--- config.mk ---
export PLATFORM = sky130hd
export DESIGN_NAME = jk_drive_sequencer_flat
export DESIGN_NICKNAME = d
export VERILOG_FILES = /design/src/rtl/jk_drive_sequencer_if.sv /design/src/rtl/jk_drive_sequencer.sv /design/src/flat_wrapper.sv
export SDC_FILE = /design/constraint.sdc
export NUM_CORES = 1
export LEC_CHECK = 0
export ABC_AREA = 1
export BUFFER_PORTS_ARGS = -buffer_cell sky130_fd_sc_hd__buf_2
export CAP_MARGIN = 20
export CORE_MARGIN = 2
export CORE_UTILIZATION = 31
export CTS_CLUSTER_DIAMETER = 120
export DETAILED_ROUTE_END_ITERATION = 12
export GPL_TIMING_DRIVEN = 0
export PLACE_DENSITY = 0.58
export SYNTH_ARGS = -nofsm -noshare
export SYNTH_HDL_FRONTEND = slang
export SYNTH_SLANG_ARGS = --single-unit
--- constraint.sdc ---
create_clock -name clk -period 6.3 [get_ports clk]
set_input_delay 1.26 -clock clk [delete_from_list [all_inputs] [get_ports clk]]
set_output_delay 1.26 -clock clk [all_outputs]
set_load 0.1 [all_outputs]
--- src/rtl/jk_drive_sequencer_if.sv ---
// Command handshake bundle between a command source and jk_drive_sequencer.
// The master offers {cmd_op, cmd_cnt} with cmd_valid; the slave answers with cmd_ready.
interface jk_drive_sequencer_if #(
  parameter int REPEAT_W = 4
);
  logic                cmd_valid;
  logic                cmd_ready;
  logic [1:0]          cmd_op;
  logic [REPEAT_W-1:0] cmd_cnt;

  modport master (output cmd_valid, output cmd_op, output cmd_cnt, input cmd_ready);
  modport slave  (input cmd_valid, input cmd_op, input cmd_cnt, output cmd_ready);
endinterface

--- src/rtl/jk_drive_sequencer.sv ---
// FIFO-buffered J/K drive sequencer for a master-slave JK stage.
// Define JKSEQ_CHECK_EN to build the flip-flop state checker (exp_q/err); otherwise both are tied low.
module jk_drive_sequencer #(
  parameter int DEPTH    = 4,
  parameter int REPEAT_W = 4
) (
  input  logic                       clk,
  input  logic                       rst_n,
  jk_drive_sequencer_if.slave        cmd,
  output logic                       j,
  output logic                       k,
  output logic                       busy,
  output logic [$clog2(DEPTH+1)-1:0] level,
  input  logic                       q_fb,
  output logic                       exp_q,
  output logic                       err,
  input  logic                       err_clr
);
  localparam int AW = $clog2(DEPTH);
  localparam int LW = $clog2(DEPTH+1);

  typedef struct packed {
    logic [1:0]          op;
    logic [REPEAT_W-1:0] cnt;
  } entry_t;

  typedef enum logic {S_IDLE, S_ISSUE} state_t;

  entry_t              r_mem [DEPTH];
  logic [AW-1:0]       r_wr_ptr, r_rd_ptr;
  logic [LW-1:0]       r_level;
  state_t              r_state, w_state_nxt;
  logic                r_j, r_k;
  logic [REPEAT_W-1:0] r_rem, w_rem_nxt;
  logic [1:0]          w_jk_nxt;
  logic                w_pop, w_push, w_full, w_empty;
  entry_t              w_head;
  logic [REPEAT_W-1:0] w_head_cnt;

  assign w_full        = (r_level == LW'(DEPTH));
  assign w_empty       = (r_level == '0);
  // A pop on the same edge does not make room for a push: acceptance depends on full alone.
  assign w_push        = cmd.cmd_valid && !w_full;
  assign cmd.cmd_ready = !w_full;
  assign w_head        = r_mem[r_rd_ptr];
  assign w_head_cnt    = (w_head.cnt == '0) ? REPEAT_W'(1) : w_head.cnt;

  // NOTE: the storage array is deliberately not reset; clearing pointers and level discards its contents.
  always_ff @(posedge clk) begin
    if (w_push) r_mem[r_wr_ptr] <= '{op: cmd.cmd_op, cnt: cmd.cmd_cnt};
  end

  // NOTE: sequential state uses non-blocking assignments so every register samples pre-edge values.
  always_ff @(posedge clk or negedge rst_n) begin
    if (!rst_n) begin
      r_wr_ptr <= '0;
      r_rd_ptr <= '0;
      r_level  <= '0;
    end else begin
      if (w_push) r_wr_ptr <= r_wr_ptr + AW'(1);
      if (w_pop)  r_rd_ptr <= r_rd_ptr + AW'(1);
      case ({w_push, w_pop})
        2'b10:   r_level <= r_level + LW'(1);
        2'b01:   r_level <= r_level - LW'(1);
        default: r_level <= r_level;
      endcase
    end
  end

  // NOTE: every always_comb output is given a default first, so no path can infer a latch.
  always_comb begin
    w_state_nxt = r_state;
    w_pop       = 1'b0;
    w_jk_nxt    = {r_j, r_k};
    w_rem_nxt   = r_rem;
    case (r_state)
      S_IDLE: begin
        if (!w_empty) begin
          w_pop       = 1'b1;
          w_jk_nxt    = w_head.op;
          w_rem_nxt   = w_head_cnt;
          w_state_nxt = S_ISSUE;
        end
      end
      S_ISSUE: begin
        w_rem_nxt = r_rem - REPEAT_W'(1);
        if (r_rem <= REPEAT_W'(1)) begin
          if (!w_empty) begin
            // Chain straight into the next command so j/k stay contiguous.
            w_pop     = 1'b1;
            w_jk_nxt  = w_head.op;
            w_rem_nxt = w_head_cnt;
          end else begin
            w_jk_nxt    = 2'b00;
            w_state_nxt = S_IDLE;
          end
        end
      end
      default: w_state_nxt = S_IDLE;
    endcase
  end

  always_ff @(posedge clk or negedge rst_n) begin
    if (!rst_n) begin
      r_state <= S_IDLE;
      r_j     <= 1'b0;
      r_k     <= 1'b0;
      r_rem   <= '0;
    end else begin
      r_state      <= w_state_nxt;
      {r_j, r_k}   <= w_jk_nxt;
      r_rem        <= w_rem_nxt;
    end
  end

  assign j     = r_j;
  assign k     = r_k;
  assign busy  = (r_state == S_ISSUE);
  assign level = r_level;

`ifdef JKSEQ_CHECK_EN
  logic r_exp_q, r_exp_known, r_err;
  logic w_mismatch;

  // Compare uses pre-edge model state, which the stage's slave reflects one cycle after capture.
  assign w_mismatch = r_exp_known && (q_fb != r_exp_q);

  always_ff @(posedge clk or negedge rst_n) begin
    if (!rst_n) begin
      r_exp_q     <= 1'b0;
      r_exp_known <= 1'b0;
      r_err       <= 1'b0;
    end else begin
      case ({r_j, r_k})
        2'b01: begin
          r_exp_q     <= 1'b0;
          r_exp_known <= 1'b1;
        end
        2'b10: begin
          r_exp_q     <= 1'b1;
          r_exp_known <= 1'b1;
        end
        2'b11:   r_exp_q <= ~r_exp_q;
        default: r_exp_q <= r_exp_q;
      endcase
      if (w_mismatch)   r_err <= 1'b1;
      else if (err_clr) r_err <= 1'b0;
    end
  end

  assign exp_q = r_exp_q;
  assign err   = r_err;
`else
  logic w_unused_chk;
  assign w_unused_chk = ^{q_fb, err_clr};
  assign exp_q        = 1'b0;
  assign err          = 1'b0;
`endif

endmodule

--- src/flat_wrapper.sv ---
// flat-port wrapper written by rule: the top's interface ports become plain ports
module jk_drive_sequencer_flat 
#(
  parameter int DEPTH    = 4,
  parameter int REPEAT_W = 4
)
  (clk, rst_n, j, k, busy, level, q_fb, exp_q, err, err_clr, cmd_cmd_valid, cmd_cmd_op, cmd_cmd_cnt, cmd_cmd_ready);
  jk_drive_sequencer_if #(.REPEAT_W(REPEAT_W)) cmd_i ();
  input  logic clk;
  input  logic rst_n;
  output logic j;
  output logic k;
  output logic busy;
  output logic [$clog2(DEPTH+1)-1:0] level;
  input  logic q_fb;
  output logic exp_q;
  output logic err;
  input  logic err_clr;
  input wire logic [$bits(cmd_i.cmd_valid)-1:0] cmd_cmd_valid;
  input wire logic [$bits(cmd_i.cmd_op)-1:0] cmd_cmd_op;
  input wire logic [$bits(cmd_i.cmd_cnt)-1:0] cmd_cmd_cnt;
  output wire logic [$bits(cmd_i.cmd_ready)-1:0] cmd_cmd_ready;
  assign cmd_i.cmd_valid = cmd_cmd_valid;
  assign cmd_i.cmd_op = cmd_cmd_op;
  assign cmd_i.cmd_cnt = cmd_cmd_cnt;
  assign cmd_cmd_ready = cmd_i.cmd_ready;
  jk_drive_sequencer #(.DEPTH(DEPTH), .REPEAT_W(REPEAT_W)) u_core (.clk(clk), .rst_n(rst_n), .cmd(cmd_i), .j(j), .k(k), .busy(busy), .level(level), .q_fb(q_fb), .exp_q(exp_q), .err(err), .err_clr(err_clr));
endmodule
==> metrics <==
setup TNS=0 ns; commonest non-fill, non-tap cell in the layout=nand2_1; CTS Hold Bufs=0; clk buf depth=2; pin count of the biggest net entering global routing=15; Core Area=5510 um2; global-route wire length before repair=5.31 mm; Tmin final=2.55 ns; unrepaired setup endpoints after global routing=false; mux contribution to synthesized area=0%; status=finished clean; Synth-to-Final Area Change=17.3%; DRC marker count from the first detailed-route iteration=41; WL per Instance=11.4 um; CP Cell Sequence=nor2_1 > nand2_1 > buf_2; TritonCTS buffer count=5; Filler cells=549; post-cts sizing count=0; Vias/cell=4.28; DR pass1 iterations=4; Top Usage Layer GRT=met2; leakage power=0.947 nW; I/O pin count=20; critical path class=register to output port; RR Endpoint=u_core.level[2]; simple-gate share of the synthesized area=17.1%; critical path's slowest cell=buf_2; YS warnings=0; n_diodes=0; clock sinks=38; Setup Fix Bufs, Post-CTS=0; Synth cell types=22; Reg2Reg Launch Point=u_core.r_rem[0]; clk_lat worst skew=0.29 ns; row count=27; Netlist Area Pre-Place=1770 um2; Port Buffers=15; GR Layer Usage met1=14.4%; Max Cap Viol=0; Die ar.=6340 um2; Die H=79.7 um; Clock Skew=0.00284 ns; hpwl dp=2.18 mm; root buf cell=clkbuf_8; min-delay worst type=register to register; DR vias=1160; Rel. slew slack=58.6%; most frequent cells in the layout=nand2_1 (46), edfxtp_1 (24), inv_1 (23), nor2_1 (15), buf_2 (15); largest family of logic cells by synthesized area=simple AND/OR/NAND/NOR gates; RD Place Congestion=0.781; crit path max fanout=4; Critical Path End Type=output port; Avg Inst Size Synth=10.1 um2; R2R cell count=12; share of cells above drive strength 1=16.6%; pwr dens=545 nW/um2; grt met2 use=17.7%; CP startpoint kind=register; final hold vios=0; Critical Path AT=1.29 ns; worst path required time=5.04 ns; met3 usage=3.05%; area share of fa/ha/maj cells after synthesis=6.06%; worst-margin pin slew=0.619 ns; CTS clock-pin slew for the worst setup and hold paths=0.08 ns; worst ir drop on vdd=0.253 mV; cell count of the worst hold path=2; GR Util All Layers=11.4%; Peak Freq=393 MHz; #FFs+latches synth=38; Die W=79.7 um; total wire length=3.09 mm; internal reg-to-reg setup slack=3.96 ns; Seq/Total Area, Yosys=60.4%; Hold Path End=u_core.r_rem[3]; post-synthesis compound-gate area fraction=6.56%; CTS tree=yes; Net count, final=217; number of global-route vias before repair=1111; final setup vio count=0; Period Utilization, post-route=40.4%; hold path start=u_core.r_rem[3]; initial antenna violation count=0; max-slew violation count=0; H-tree levels=2; antenna viol nets, final=0; placed cells=263; crit-path max cell delay=0.43 ns; cells after synthesis=175; Starting Density=32.2%; non-filler instance count after layout=271; Synth Area in XOR/XNOR=1.97%; global route overflow=0; drt drc=0
==> layout make-up <==
| class | count | area, um2 | share of cell area, % |
|---|---|---|---|
| tap | 72 | 90.1 | 4.33 |
| multi-input combinational | 109 | 569 | 27.4 |
| timing repair buffer | 15 | 75.1 | 3.61 |
| inverter | 24 | 90.1 | 4.33 |
| clock buffer | 5 | 68.8 | 3.31 |
| sequential | 38 | 1070 | 51.5 |
| clock inverter | 3 | 68.8 | 3.31 |
| buffer | 5 | 47.5 | 2.29 |
==> how the worst max path moves through the flow <==
stage                                from               to  slack, ns  depth (start not counted)
after global placement      cmd_cmd_valid  u_core.level[2]       3.66                          8
after global routing      u_core.level[1]    cmd_cmd_ready       3.68                          3
after CTS                 u_core.level[0]    cmd_cmd_ready       3.72                          3
after detailed placement    cmd_cmd_valid  u_core.level[2]       3.65                          8
final                     u_core.level[0]    cmd_cmd_ready       3.75                          3
after floorplan           u_core.level[2]  u_core.level[2]       3.08                          8
==> routing by layer <==
layer / wire [um] / part of all wire [%]
met5: 0 / 0
met4: 57 / 1.8
met3: 130 / 4.2
met2: 1410 / 46
met1: 1490 / 48
==> through the flow <==
stage               setup WS, ns  hold slack (ns)  utilization, %  instance area, um2  total power [mW]
global route                3.68            0.520            37.8                2080              1.22
detailed placement          3.65            0.474            35.3                1940             0.898
floorplan                   3.08            0.449               -                1780             0.794
global placement            3.66            0.466            35.3                1940             0.890
finish                      3.75            0.487            37.8                2080              1.13
CTS                         3.72            0.492            37.8                2080              1.15
==> worst max-delay path, delay by kind of cell, from the launching register on <==
family | cells | cell delay [ns]
buffers and inverters | 1 | 0.43
AND/OR/NAND/NOR | 2 | 0.16
flip-flops | 1 | 0.40
==> registers in the layout, summed over array words and instances, names as in the netlist <==
name,cells
u_core.r_rem,4
u_core.r_mem,24
u_core.r_rd_ptr,2
u_core.r_wr_ptr,2
u_core.level,3
u_core.busy,1
u_core.j,1
u_core.k,1
==> where the power goes <==
part	total, mW	switching [mW]	internal, mW	leakage (nW)
logic	0.502	0.365	0.137	0.499
clock network	0.247	0.0881	0.159	0.0683
registers	0.384	0.0395	0.345	0.380
==> cell usage after synthesis <==
cell / n / area (um2)
o21ai_1: 2 / 10.0
clkbuf_8: 1 / 13.8
conb_1: 1 / 3.75
xor2_1: 3 / 26.3
nand3_1: 10 / 50.1
xnor2_1: 1 / 8.76
fa_1: 1 / 20.0
nor2_4: 1 / 11.3
ha_1: 7 / 87.6
buf_6: 1 / 11.3
o21ai_2: 1 / 8.76
nand2_2: 2 / 12.5
o22a_1: 2 / 17.5
o21ai_0: 12 / 60.1
nor2_1: 15 / 56.3
edfxtp_1: 24 / 721
buf_4: 3 / 22.5
a21oi_1: 4 / 20.0
dfrtp_1: 14 / 350
nand2_1: 46 / 173
inv_2: 1 / 3.75
inv_1: 23 / 86.3
==> cells by family (layout without fill, tap and decap cells) <==
family	Yosys count	after routing
buffers and inverters	29	52
AND/OR/NAND/NOR	74	74
other	1	2
XOR/XNOR	4	4
flip-flops	38	38
adder cells (fa/ha/maj)	8	8
AO/OA/AOI/OAI	21	21
Note: power is estimated with default switching activity, not from simulation.
